==> src/rtl/ad_par_pkg.sv <==
// Shared types for the parallel-ADC read controller: FSM states, error bit
// positions and a counter sizing helper.
package ad_par_pkg;

    typedef enum logic [2:0] {
        RSTP,
        IDLE,
        CONV,
        WBH,
        WBL,
        RDLO,
        RDHI,
        OUT
    } state_e;

    localparam int unsigned ERR_W    = 3;
    localparam int unsigned ERR_TO   = 0;
    localparam int unsigned ERR_FRST = 1;
    localparam int unsigned ERR_OVR  = 2;

    function automatic int unsigned max2(input int unsigned a, input int unsigned b);
        return (a > b) ? a : b;
    endfunction

    // Counter only has to hold (longest interval - 1).
    function automatic int unsigned cnt_bits(input int unsigned max_count);
        return (max_count > 2) ? $clog2(max_count) : 1;
    endfunction

endpackage

==> src/rtl/ad_sync2.sv <==
// Two-flop synchronizer for single-bit asynchronous ADC status inputs.
module ad_sync2 (
    input  logic clk_i,
    input  logic reset_i,
    input  logic d_i,
    output logic q_o
);

    logic meta_q;
    logic sync_q;

    always_ff @(posedge clk_i or posedge reset_i) begin
        if (reset_i) begin
            meta_q <= 1'b0;
            sync_q <= 1'b0;
        end else begin
            meta_q <= d_i;
            sync_q <= meta_q;
        end
    end

    assign q_o = sync_q;

endmodule

==> src/rtl/ad_par_ctrl.sv <==
// Parallel-interface ADC controller: issues convst, waits on busy, then reads
// NCH channels with rd_n strobes and hands each sample out on a valid/ready port.
module ad_par_ctrl
    import ad_par_pkg::*;
#(
    parameter int unsigned NCH     = 8,
    parameter int unsigned DW      = 16,
    parameter int unsigned T_CONV  = 2,
    parameter int unsigned T_RD_LO = 3,
    parameter int unsigned T_RD_HI = 2,
    parameter int unsigned T_TO    = 20000,
    parameter int unsigned T_RST   = 4
) (
    input  logic                                   clk_i,
    input  logic                                   reset_i,
    input  logic                                   start_i,
    input  logic                                   cont_i,
    input  logic [2:0]                             os_i,
    output logic [2:0]                             adc_os_o,
    output logic                                   adc_reset_o,
    output logic                                   adc_convst_o,
    output logic                                   adc_cs_n_o,
    output logic                                   adc_rd_n_o,
    input  logic                                   adc_busy_i,
    input  logic                                   adc_frstdata_i,
    input  logic [DW-1:0]                          adc_db_i,
    output logic [DW-1:0]                          sample_o,
    output logic [((NCH > 1) ? $clog2(NCH) : 1)-1:0] chan_o,
    output logic                                   valid_o,
    input  logic                                   ready_i,
    output logic                                   active_o,
    output logic [2:0]                             err_o
);

    localparam int unsigned CHW     = (NCH > 1) ? $clog2(NCH) : 1;
    localparam int unsigned CNT_MAX = max2(max2(max2(T_CONV, T_RD_LO), max2(T_RD_HI, T_TO)), T_RST);
    localparam int unsigned CW      = cnt_bits(CNT_MAX);

    state_e           state_q, state_d;
    logic [CW-1:0]    cnt_q, cnt_d;
    logic [CHW-1:0]   chan_q, chan_d;
    logic [CHW-1:0]   chan_out_q, chan_out_d;
    logic [DW-1:0]    sample_q, sample_d;
    logic [2:0]       os_q, os_d;
    logic [ERR_W-1:0] err_q, err_d;

    logic reset_pin_q, reset_pin_d;
    logic convst_q, convst_d;
    logic cs_n_q, cs_n_d;
    logic rd_n_q, rd_n_d;
    logic valid_q, valid_d;
    logic active_q, active_d;

    logic busy_s;
    logic frst_s;

    ad_sync2 u_sync_busy (
        .clk_i   (clk_i),
        .reset_i (reset_i),
        .d_i     (adc_busy_i),
        .q_o     (busy_s)
    );

    ad_sync2 u_sync_frst (
        .clk_i   (clk_i),
        .reset_i (reset_i),
        .d_i     (adc_frstdata_i),
        .q_o     (frst_s)
    );

    always_comb begin
        state_d    = state_q;
        cnt_d      = cnt_q + 1'b1;
        chan_d     = chan_q;
        chan_out_d = chan_out_q;
        sample_d   = sample_q;
        os_d       = os_q;
        err_d      = err_q;

        if (start_i && active_q) begin
            err_d[ERR_OVR] = 1'b1;
        end

        unique case (state_q)
            RSTP: begin
                if (cnt_q == CW'(T_RST - 1)) begin
                    state_d = IDLE;
                end
            end
            IDLE: begin
                cnt_d = '0;
                if (start_i || cont_i) begin
                    state_d = CONV;
                    os_d    = os_i;
                end
            end
            CONV: begin
                if (cnt_q == CW'(T_CONV - 1)) begin
                    state_d = WBH;
                    cnt_d   = '0;
                end
            end
            // The timeout counter runs across both busy-wait states without restarting.
            WBH, WBL: begin
                if (cnt_q == CW'(T_TO - 1)) begin
                    err_d[ERR_TO] = 1'b1;
                    state_d       = IDLE;
                end else if (state_q == WBH && busy_s) begin
                    state_d = WBL;
                end else if (state_q == WBL && !busy_s) begin
                    state_d = RDLO;
                    cnt_d   = '0;
                    chan_d  = '0;
                end
            end
            RDLO: begin
                if (cnt_q == CW'(T_RD_LO - 1)) begin
                    sample_d   = adc_db_i;
                    chan_out_d = chan_q;
                    if (frst_s != (chan_q == '0)) begin
                        err_d[ERR_FRST] = 1'b1;
                    end
                    state_d = OUT;
                    cnt_d   = '0;
                end
            end
            OUT: begin
                cnt_d = '0;
                if (ready_i) begin
                    if (chan_q == CHW'(NCH - 1)) begin
                        state_d = IDLE;
                    end else begin
                        chan_d  = CHW'(chan_q + 1'b1);
                        state_d = RDHI;
                    end
                end
            end
            RDHI: begin
                if (cnt_q == CW'(T_RD_HI - 1)) begin
                    state_d = RDLO;
                    cnt_d   = '0;
                end
            end
            default: begin
                state_d = RSTP;
                cnt_d   = '0;
            end
        endcase

        // Pins are decoded from the next state so they come straight off flops.
        reset_pin_d = (state_d == RSTP);
        convst_d    = (state_d != CONV);
        cs_n_d      = !(state_d inside {RDLO, OUT, RDHI});
        rd_n_d      = (state_d != RDLO);
        valid_d     = (state_d == OUT);
        active_d    = !(state_d inside {IDLE, RSTP});
    end

    always_ff @(posedge clk_i or posedge reset_i) begin
        if (reset_i) begin
            state_q     <= RSTP;
            cnt_q       <= '0;
            chan_q      <= '0;
            chan_out_q  <= '0;
            sample_q    <= '0;
            os_q        <= '0;
            err_q       <= '0;
            reset_pin_q <= 1'b1;
            convst_q    <= 1'b1;
            cs_n_q      <= 1'b1;
            rd_n_q      <= 1'b1;
            valid_q     <= 1'b0;
            active_q    <= 1'b0;
        end else begin
            state_q     <= state_d;
            cnt_q       <= cnt_d;
            chan_q      <= chan_d;
            chan_out_q  <= chan_out_d;
            sample_q    <= sample_d;
            os_q        <= os_d;
            err_q       <= err_d;
            reset_pin_q <= reset_pin_d;
            convst_q    <= convst_d;
            cs_n_q      <= cs_n_d;
            rd_n_q      <= rd_n_d;
            valid_q     <= valid_d;
            active_q    <= active_d;
        end
    end

    assign adc_os_o     = os_q;
    assign adc_reset_o  = reset_pin_q;
    assign adc_convst_o = convst_q;
    assign adc_cs_n_o   = cs_n_q;
    assign adc_rd_n_o   = rd_n_q;
    assign sample_o     = sample_q;
    assign chan_o       = chan_out_q;
    assign valid_o      = valid_q;
    assign active_o     = active_q;
    assign err_o        = err_q;

endmodule

==> config.mk <==
export PLATFORM = sky130hd
export DESIGN_NAME = ad_par_ctrl
export DESIGN_NICKNAME = d
export VERILOG_FILES = /design/src/rtl/ad_par_pkg.sv /design/src/rtl/ad_sync2.sv /design/src/rtl/ad_par_ctrl.sv
export SDC_FILE = /design/constraint.sdc
export NUM_CORES = 1
export LEC_CHECK = 0
export CAP_MARGIN = 20
export CORE_MARGIN = 4
export CORE_UTILIZATION = 45
export CTS_BUF_LIST = sky130_fd_sc_hd__clkbuf_4
export DETAILED_ROUTE_END_ITERATION = 16
export PLACE_DENSITY = 0.72
export SLEW_MARGIN = 20
export SYNTH_ARGS = -nofsm -noshare
export SYNTH_HDL_FRONTEND = slang
export SYNTH_HIERARCHICAL = 1
export SYNTH_SLANG_ARGS = --single-unit
==> constraint.sdc <==
create_clock -name clk_i -period 2.6 [get_ports clk_i]
set_input_delay 0.78 -clock clk_i [delete_from_list [all_inputs] [get_ports clk_i]]
set_output_delay 0.78 -clock clk_i [all_outputs]
set_load 0.02 [all_outputs]
# After elaboration in Yosys (flattened, before gate mapping)
# Cells that the tools add are included.
# classes
n_shift	0
n_div	0
multipliers	0
n_eq_ne	24
addsub	2
mux	23
n_lt_le_gt_ge	0
n_bitwise	0
reduce_logical	21
# ops
operator	count
2-to-1 mux 15 bit	5
case mux 15 bit (4 select lines)	1
2-to-1 mux 3 bit	15
== test 15 x 2 -> 1 bit (second input constant)	2
== test 3 bit (second input constant)	8
case mux 3 bit (7 select lines)	1
adder 15 x 1 -> 15 bit (second input constant)	1
== test 15 x 1 -> 1 bit (second input constant)	1
== test 15 bit (second input constant)	1
!= test 2 bit (second input constant)	5
logical NOT 3 bit	3
== test 3 x 1 -> 1 bit (second input constant)	2
== test 3 x 2 -> 1 bit (second input constant)	2
case mux 3 bit (2 select lines)	1
AND reduction 2 bit	3
AND reduction 6 bit	1
OR reduction 2 bit	3
nonzero test 2 bit	2
adder 3 x 1 -> 3 bit (second input constant)	1
logical AND 1 bit	3
logical NOT 1 bit	3
!= test 3 x 2 -> 1 bit (second input constant)	1
!= test 3 bit (second input constant)	1
AND reduction 3 bit	1
other kinds (3)	3
# word_totals
mem_bits_ro	0
regBits	56
memories	0
latchBits	0
ram_bits	0
output_inout_bits	31

# Logic depth before layout (Yosys ltp)
# Gate-level depths: netlist of the first run.
# logic_depth
depth_word	9
ltp_mapped	8
ltp_nobuf	8

# By module
# The synthesis of the first run kept the hierarchy.
# by_module_without_submodules
module	area_per_inst_um2	n_inst	cells_per_inst
ad_par_ctrl	2493.6	1	215
ad_sync2	53.8	2	3

# Least setup slack after synthesis of the first run
# OpenSTA, ideal clock, no wires.
# synth_timing
path_type	flip-flop to flip-flop
from	register cnt_q[0]
to	register cnt_q[11]
setup_ns	0.119
setup_slack_ns	0.655
stages_incl_launch_ff	8
period_less_slack_ns	1.945
t_arrival_ns	1.826
path_cell_list	dfrtp_1 -> ha_1 -> and4_1 -> a41oi_1 -> a21oi_1 -> nor4_4 -> buf_6 -> nor2_2
# synth_via
elab_chain_cells	5
# synth_lines
element	line_no	rtl
from (decl)	ad_par_ctrl.sv:40	logic [CW-1:0] cnt_q, cnt_d;
from (signal assigned)	ad_par_ctrl.sv:176	cnt_q <= cnt_d;
adder 15 x 1 -> 15 bit	ad_par_ctrl.sv:73	cnt_d = cnt_q + 1'b1;
2-to-1 mux 15 bit	ad_par_ctrl.sv:110	end else if (state_q == WBL && !busy_s) begin
2-to-1 mux 15 bit	ad_par_ctrl.sv:108	end else if (state_q == WBH && busy_s) begin
2-to-1 mux 15 bit	ad_par_ctrl.sv:105	if (cnt_q == CW'(T_TO - 1)) begin
case mux 15 bit (4 select lines) (*)	ad_par_ctrl.sv:84	unique case (state_q)
net cnt_d[11]	ad_par_ctrl.sv:40	
# Mark *: on every way through the listed nets, which the timed path passes. The rest lies on a longest branch.
# A chain may end at the register's enable or synchronous reset.

# Worst setup path after layout of the first run
# layout_timing
from	register reset_pin_q (netlist: adc_reset_o)
to	output port adc_reset_o
# layout_lines
element	line_no	rtl
from (decl)	ad_par_ctrl.sv:47	logic reset_pin_q, reset_pin_d;
from (signal assigned)	ad_par_ctrl.sv:182	reset_pin_q <= reset_pin_d;
to (decl)	ad_par_ctrl.sv:20	output logic adc_reset_o,
# No word-level cell between the ends.

==> flow_summary.json, run 1 <==
{
  "status": "finished, final reports clean",
  "die_area_um2": 7060,
  "ys_types": 53,
  "cts_htree_levels": 2,
  "power.leakage_nw": 1.46,
  "path_cells": "clkdlybuf4s50_1",
  "numPortBuffers": 56,
  "pre_cts_slack_ns": 0.237,
  "yosysTopAreaCell": "dfrtp_1",
  "grt_usage_pct": 14.2,
  "drc_errors": 0,
  "cts_buffer_depth": 2,
  "critPathKind": "flop to output pin",
  "wl_per_cell_um": 13.8,
  "hold_class": "flop to flop",
  "clock_sinks": 56,
  "cp_top_family": "buffers and inverters",
  "synth_cells": 221,
  "crit_buf_inv": 1,
  "synth_seq_cells": 56,
  "final.setup.worst_slack_ns": 0.298,
  "slowest_delay_ns": 0.59,
  "antenna_found_initial": 0,
  "skew_ns": 0.00968,
  "syn_avg_cell_area_um2": 11.8,
  "fin_crit_ns": 2.30,
  "clockRootBuffer": "clkbuf_4",
  "rows": 27,
  "grt_remaining_overflow": 0,
  "ant_nets": 0,
  "post_cts_resize_count": 0,
  "syn-cell-area_um2": 2600,
  "tightest_slew_ns": 0.523,
  "io_pins": 57,
  "yosysWarningCount": 6,
  "synthTopCellsByArea": "dfrtp_1, mux2_2, dfstp_2, ha_1, xor2_1",
  "whs_ns": 0.377,
  "yosysSeqAreaShare_pct": 54.1,
  "drive_above_1_share_pct": 19.8,
  "place.gp.congestion": 0.812,
  "ir_drop_mv": 0.781,
  "syn_nets": 253,
  "max_freq_mhz": 434,
  "yosysTopAreaCellShare_pct": 50.0,
  "grt_first_pass_wirelength_um": 8190,
  "clk_latency_ns": 0.38,
  "grt_start_max_net_pins": 29,
  "worst-path-stages": 1,
  "grt_pass1_vias": 1792,
  "core-area_um2": 5540,
  "vias": 1820,
  "cts_tree": "yes",
  "postCtsSetupBuffers": 0,
  "hpwl_um": 3680,
  "drt_first_pass_iters": 4,
  "finalPower_mw": 3.51,
  "fin_setup_tns_ns": 0,
  "start_util_pct": 47.0,
  "die_w_um": 84.0,
  "finalWirelength_um": 4890,
  "worstPathRequired_ns": 1.82,
  "area_growth_syn_to_layout_pct": 29.9,
  "finish.net_count": 314,
  "hold_buffers": 0,
  "fin_crit_sh_pct": 88.5,
  "rsz0062_at_grt": "false",
  "chipHeight_um": 84.0,
  "p_per_area_nw_per_um2": 1040,
  "cp_max_fo": 1,
  "fillCellCount": 472,
  "start_kind": "flop",
  "slowest_stage": "clkdlybuf4s50_1",
  "end_kind": "output pin",
  "final_util_pct": 61.0,
  "cts.clk_slew.worst_paths_ns": 0.16,
  "hold-path-cell-count": 0,
  "cts_made_buffers": 5,
  "drtIter0Drc": 57,
  "slew-limit-headroom_pct": 65.1,
  "viasPerCell": 5.13,
  "r2r_cells": 6,
  "hold_viol_final": 0,
  "n_antenna_cell": 0,
  "finalSetupViolCount": 0,
  "critPathArrivalTime_ns": 1.52,
  "drv_cap": 0,
  "report.final.slew_viol_count": 0
}
[area by class of cell]
type	count	area, um2	area share (%)
inverter	11	41.3	1.22
tap	72	90.1	2.67
timing repair buffer	61	611	18.1
sequential	56	1410	41.6
multi-input combinational	147	1120	33.3
clock buffer	5	37.5	1.11
clock inverter	3	68.8	2.04
[routing by layer]
layer | GRT usage, % | vias up | share of wire [%]
met5 | 0 | - | 0
met4 | 5.70 | 0 | 2.0
met3 | 4.05 | 8 | 5.8
met2 | 21.7 | 48 | 45
met1 | 19.1 | 870 | 47
li1 | - | 894 | -
[where the power goes]
group	total [mW]	internal [mW]	switching [mW]
registers	1.31	1.13	0.178
clock network	0.579	0.303	0.276
logic	1.62	0.777	0.843
total	3.51	2.21	1.30
[logic make-up after synthesis]
group                    after synthesis  share of synthesized area (%)
buffers and inverters                 18                           2.98
AO/OA/AOI/OAI                         29                           8.08
adder cells (fa/ha/maj)                6                           2.89
multiplexers                          22                           9.52
AND/OR/NAND/NOR                       77                           18.1
flip-flops                            56                           54.1
XOR/XNOR                              13                           4.38
[placed cells by master, fill, tap and decap left out, drive strengths merged, types with 2 or more instances in the layout]
| master | n |
|---|---|
| clkdlybuf4s50 | 56 |
| dfrtp | 52 |
| nor2 | 24 |
| mux2 | 22 |
| nand2 | 14 |
| inv | 12 |
| xor2 | 8 |
| nand3 | 7 |
| ha | 6 |
| nand4 | 5 |
| xnor2 | 5 |
| clkbuf | 5 |
| a21oi | 5 |
| buf | 5 |
| o21ai | 4 |
| dfstp | 4 |
| nor4 | 4 |
| nor3 | 4 |
| a21o | 3 |
| nand2b | 3 |
| and4 | 3 |
| and3 | 2 |
| and2 | 2 |
| a31oi | 2 |
| a211oi | 2 |
| o21bai | 2 |
| bufinv | 2 |
| and4b | 2 |
| or2 | 2 |
| a21boi | 2 |
[flip-flops by register name, summed over array words and instances, names as in the netlist, 3 cells and up]
signal,cells
sample_o,16
cnt_q,15
adc_os_o,3
chan_o,3
chan_q,3
err_o,3
state_q,3
[synthesized netlist by cell type (all sizes together)]
| library cell | n |
|---|---|
| a2111oi | 1 |
| nor2 | 24 |
| and3 | 2 |
| a31oi | 2 |
| o211ai | 1 |
| nand3b | 1 |
| nand4 | 5 |
| ha | 6 |
| nand2 | 14 |
| and4 | 3 |
| a21o | 3 |
| a41oi | 1 |
| a21oi | 5 |
| dfstp | 4 |
| a32oi | 1 |
| nand2b | 3 |
| or2 | 2 |
| a32o | 1 |
| and4b | 2 |
| a211oi | 2 |
| a21boi | 2 |
| o21ba | 1 |
| o211a | 1 |
| a22o | 1 |
| mux2 | 22 |
| o21ai | 4 |
| clkbuf | 4 |
| or3 | 1 |
| dfrtp | 52 |
| o21bai | 2 |
| buf | 3 |
| and3b | 1 |
| nor2b | 1 |
| or4 | 1 |
| nand3 | 7 |
| and2 | 2 |
| xnor2 | 5 |
| nor3 | 4 |
| nor4 | 4 |
| xor2 | 8 |
| inv | 11 |
| o32ai | 1 |
[final timing paths]
kind,startpoint,to,slack [ns]
max,adc_reset_o,adc_reset_o,0.30
min,u_sync_frst/meta_q,u_sync_frst/q_o,0.38
max reg2reg,cnt_q[0],cnt_q[4],0.43
min reg2reg,u_sync_frst/meta_q,u_sync_frst/q_o,0.38
max in group asynchronous,reset_i,cnt_q[9],1.29
min in group asynchronous,reset_i,u_sync_frst/meta_q,0.59
[per-stage QoR]
stage,instance area (um2),instances
5_1_grt,3380,355
4_1_cts,3380,355
6_report,3380,355
2_1_floorplan,2600,221
3_3_place_gp,3270,347
3_5_place_dp,3270,347
No activity file was read; power rests on OpenSTA's default activity.
==> inputs of run 2 (changes only) <==
--- a/config.mk
+++ b/config.mk
@@ -6,7 +6,6 @@
 export NUM_CORES = 1
 export LEC_CHECK = 0
 export CAP_MARGIN = 20
-export CORE_MARGIN = 4
 export CORE_UTILIZATION = 45
 export CTS_BUF_LIST = sky130_fd_sc_hd__clkbuf_4
 export DETAILED_ROUTE_END_ITERATION = 16
==> run 2 against run 1 <==
- via count rose by 2.0%
- flip-flop and latch count is the same
- power decreased by 3.1%
- sequential share of layout area grew 0.23 points
- worst hold slack worse by 0.0024 ns
- highest routed layer unchanged
==> flow_summary.json, run 2 (same netlist as run 1, synthesis figures left out) <==
{
  "p_per_area_nw_per_um2": 1010,
  "fin_crit_ns": 2.29,
  "pwr-share-seq_pct": 38.5,
  "postLayoutCellArea_um2": 3360,
  "grt_start_max_net_pins": 25,
  "cp_max_fo": 1,
  "start_util_pct": 47.0,
  "chipHeight_um": 78.0,
  "cts.clk_slew.worst_paths_ns": 0.14,
  "die_w_um": 78.0,
  "r2r_slack_ns": 0.38,
  "report.final.slew_viol_count": 0,
  "cts_made_buffers": 5,
  "ant_nets": 0,
  "numPortBuffers": 56,
  "clockRootBuffer": "clkbuf_4",
  "cts_tree": "yes",
  "hpwl_um": 3510,
  "placed_cell_area_um2": 3280,
  "skew_ns": 0.00848,
  "place.gp.congestion": 0.808,
  "switching_share_pct": 37.5,
  "end_kind": "output pin",
  "seq_area_um2": 1410,
  "ir_drop_mv": 0.731,
  "viasPerCell": 5.22,
  "critPathArrivalTime_ns": 1.51,
  "cts_buffer_depth": 2,
  "largest_reg_flops": 16,
  "power.leakage_nw": 1.46,
  "mostFrequentLayoutCells": "clkdlybuf4s50_1, dfrtp_1, mux2_2",
  "finish.net_count": 315,
  "grt_pass1_vias": 1697,
  "clock_power_share_pct": 13.7,
  "hold_buffers": 0,
  "area_growth_syn_to_layout_pct": 29.1,
  "cp_top_family": "buffers and inverters",
  "slowest_delay_ns": 0.60,
  "finalSetupViolCount": 0,
  "grt_first_pass_wirelength_um": 7800,
  "critPathKind": "flop to output pin",
  "hold_class": "flop to flop",
  "fin_crit_sh_pct": 88.1,
  "cts_htree_levels": 2,
  "rsz0062_at_grt": "false",
  "post_cts_resize_count": 0,
  "clock_sinks": 56,
  "die_area_um2": 6090,
  "grt_usage_pct": 16.4,
  "path_cells": "clkdlybuf4s50_1",
  "drive_above_1_share_pct": 20.1,
  "fin_setup_tns_ns": 0,
  "rows": 27,
  "p_int_mw": 2.13,
  "drc_errors": 0,
  "clk_latency_ns": 0.37,
  "crit_buf_inv": 1,
  "p_comb_share_pct": 47.7,
  "status": "finished, final reports clean",
  "switchingPower_mw": 1.28,
  "postCtsSetupBuffers": 0,
  "drt_first_pass_iters": 4,
  "multiInputGateArea_um2": 1120,
  "slew-limit-headroom_pct": 66.8,
  "io_pins": 57,
  "finalWirelength_um": 4710,
  "worstPathRequired_ns": 1.82,
  "final_common_cell": "clkdlybuf4s50_1",
  "tightest_slew_ns": 0.495,
  "vias": 1857,
  "dp.cells": 348,
  "drtIter0Drc": 40,
  "grt_remaining_overflow": 0,
  "fin_cells": 356,
  "start_kind": "flop",
  "hold_viol_final": 0,
  "whs_ns": 0.375,
  "antenna_found_initial": 0,
  "core-area_um2": 5540,
  "max_freq_mhz": 437,
  "fillCellCount": 465,
  "slowest_stage": "clkdlybuf4s50_1",
  "wl_per_cell_um": 13.2,
  "drv_cap": 0,
  "n_antenna_cell": 0
}
## run 2: changes by cell type in the layout (fill, tap and decap cells not counted), sizes merged
cell,before,now
buf,5,6
inv,12,11
clkinv,0,1
clkbuf,5,6
bufinv,2,1
## run 2: through the flow
| step | worst slack [ns] | total power, mW | util [%] |
|---|---|---|---|
| 2_1_floorplan | 0.569 | 2.37 | - |
| 3_5_place_dp | 0.255 | 2.96 | 59.2 |
| 5_1_grt | 0.228 | 3.62 | 60.6 |
| 4_1_cts | 0.289 | 3.44 | 60.6 |
| 3_3_place_gp | 0.286 | 2.94 | 59.2 |
| 6_report | 0.310 | 3.40 | 60.6 |
## run 2: power groups by stage
stage / sequential, mW / combinational (mW) / clock (mW)
3_3_place_gp: 1.32 / 1.62 / 0
4_1_cts: 1.31 / 1.64 / 0.492
3_5_place_dp: 1.33 / 1.63 / 0
6_report: 1.31 / 1.62 / 0.468
5_1_grt: 1.35 / 1.75 / 0.519
2_1_floorplan: 1.50 / 0.863 / 0
## run 2: layer usage
layer / routed length [um] / up-vias / track usage (%)
met5: 0 / - / 0
met3: 236 / 6 / 3.49
met2: 2200 / 47 / 27.8
li1: - / 907 / -
met1: 2210 / 897 / 20.9
met4: 65 / 0 / 5.56
## run 2: worst paths after layout
check | from | to | cells past startpoint
worst min-delay path | u_sync_busy/meta_q | u_sync_busy/q_o | 0
worst max register to register | cnt_q[0] | cnt_q[4] | 6
min in group asynchronous | reset_i | u_sync_busy/meta_q | 2
worst max-delay path | adc_convst_o | adc_convst_o | 1
worst min register to register | u_sync_busy/meta_q | u_sync_busy/q_o | 0
max in group asynchronous | reset_i | adc_reset_o | 3
## run 2: area by class of cell
| cell class | instances | area share [%] |
|---|---|---|
| timing repair buffer | 62 | 18.4 |
| clock inverter | 2 | 1.04 |
| sequential | 56 | 41.9 |
| inverter | 11 | 1.23 |
| multi-input combinational | 147 | 33.4 |
| tap | 72 | 2.68 |
| clock buffer | 6 | 1.34 |
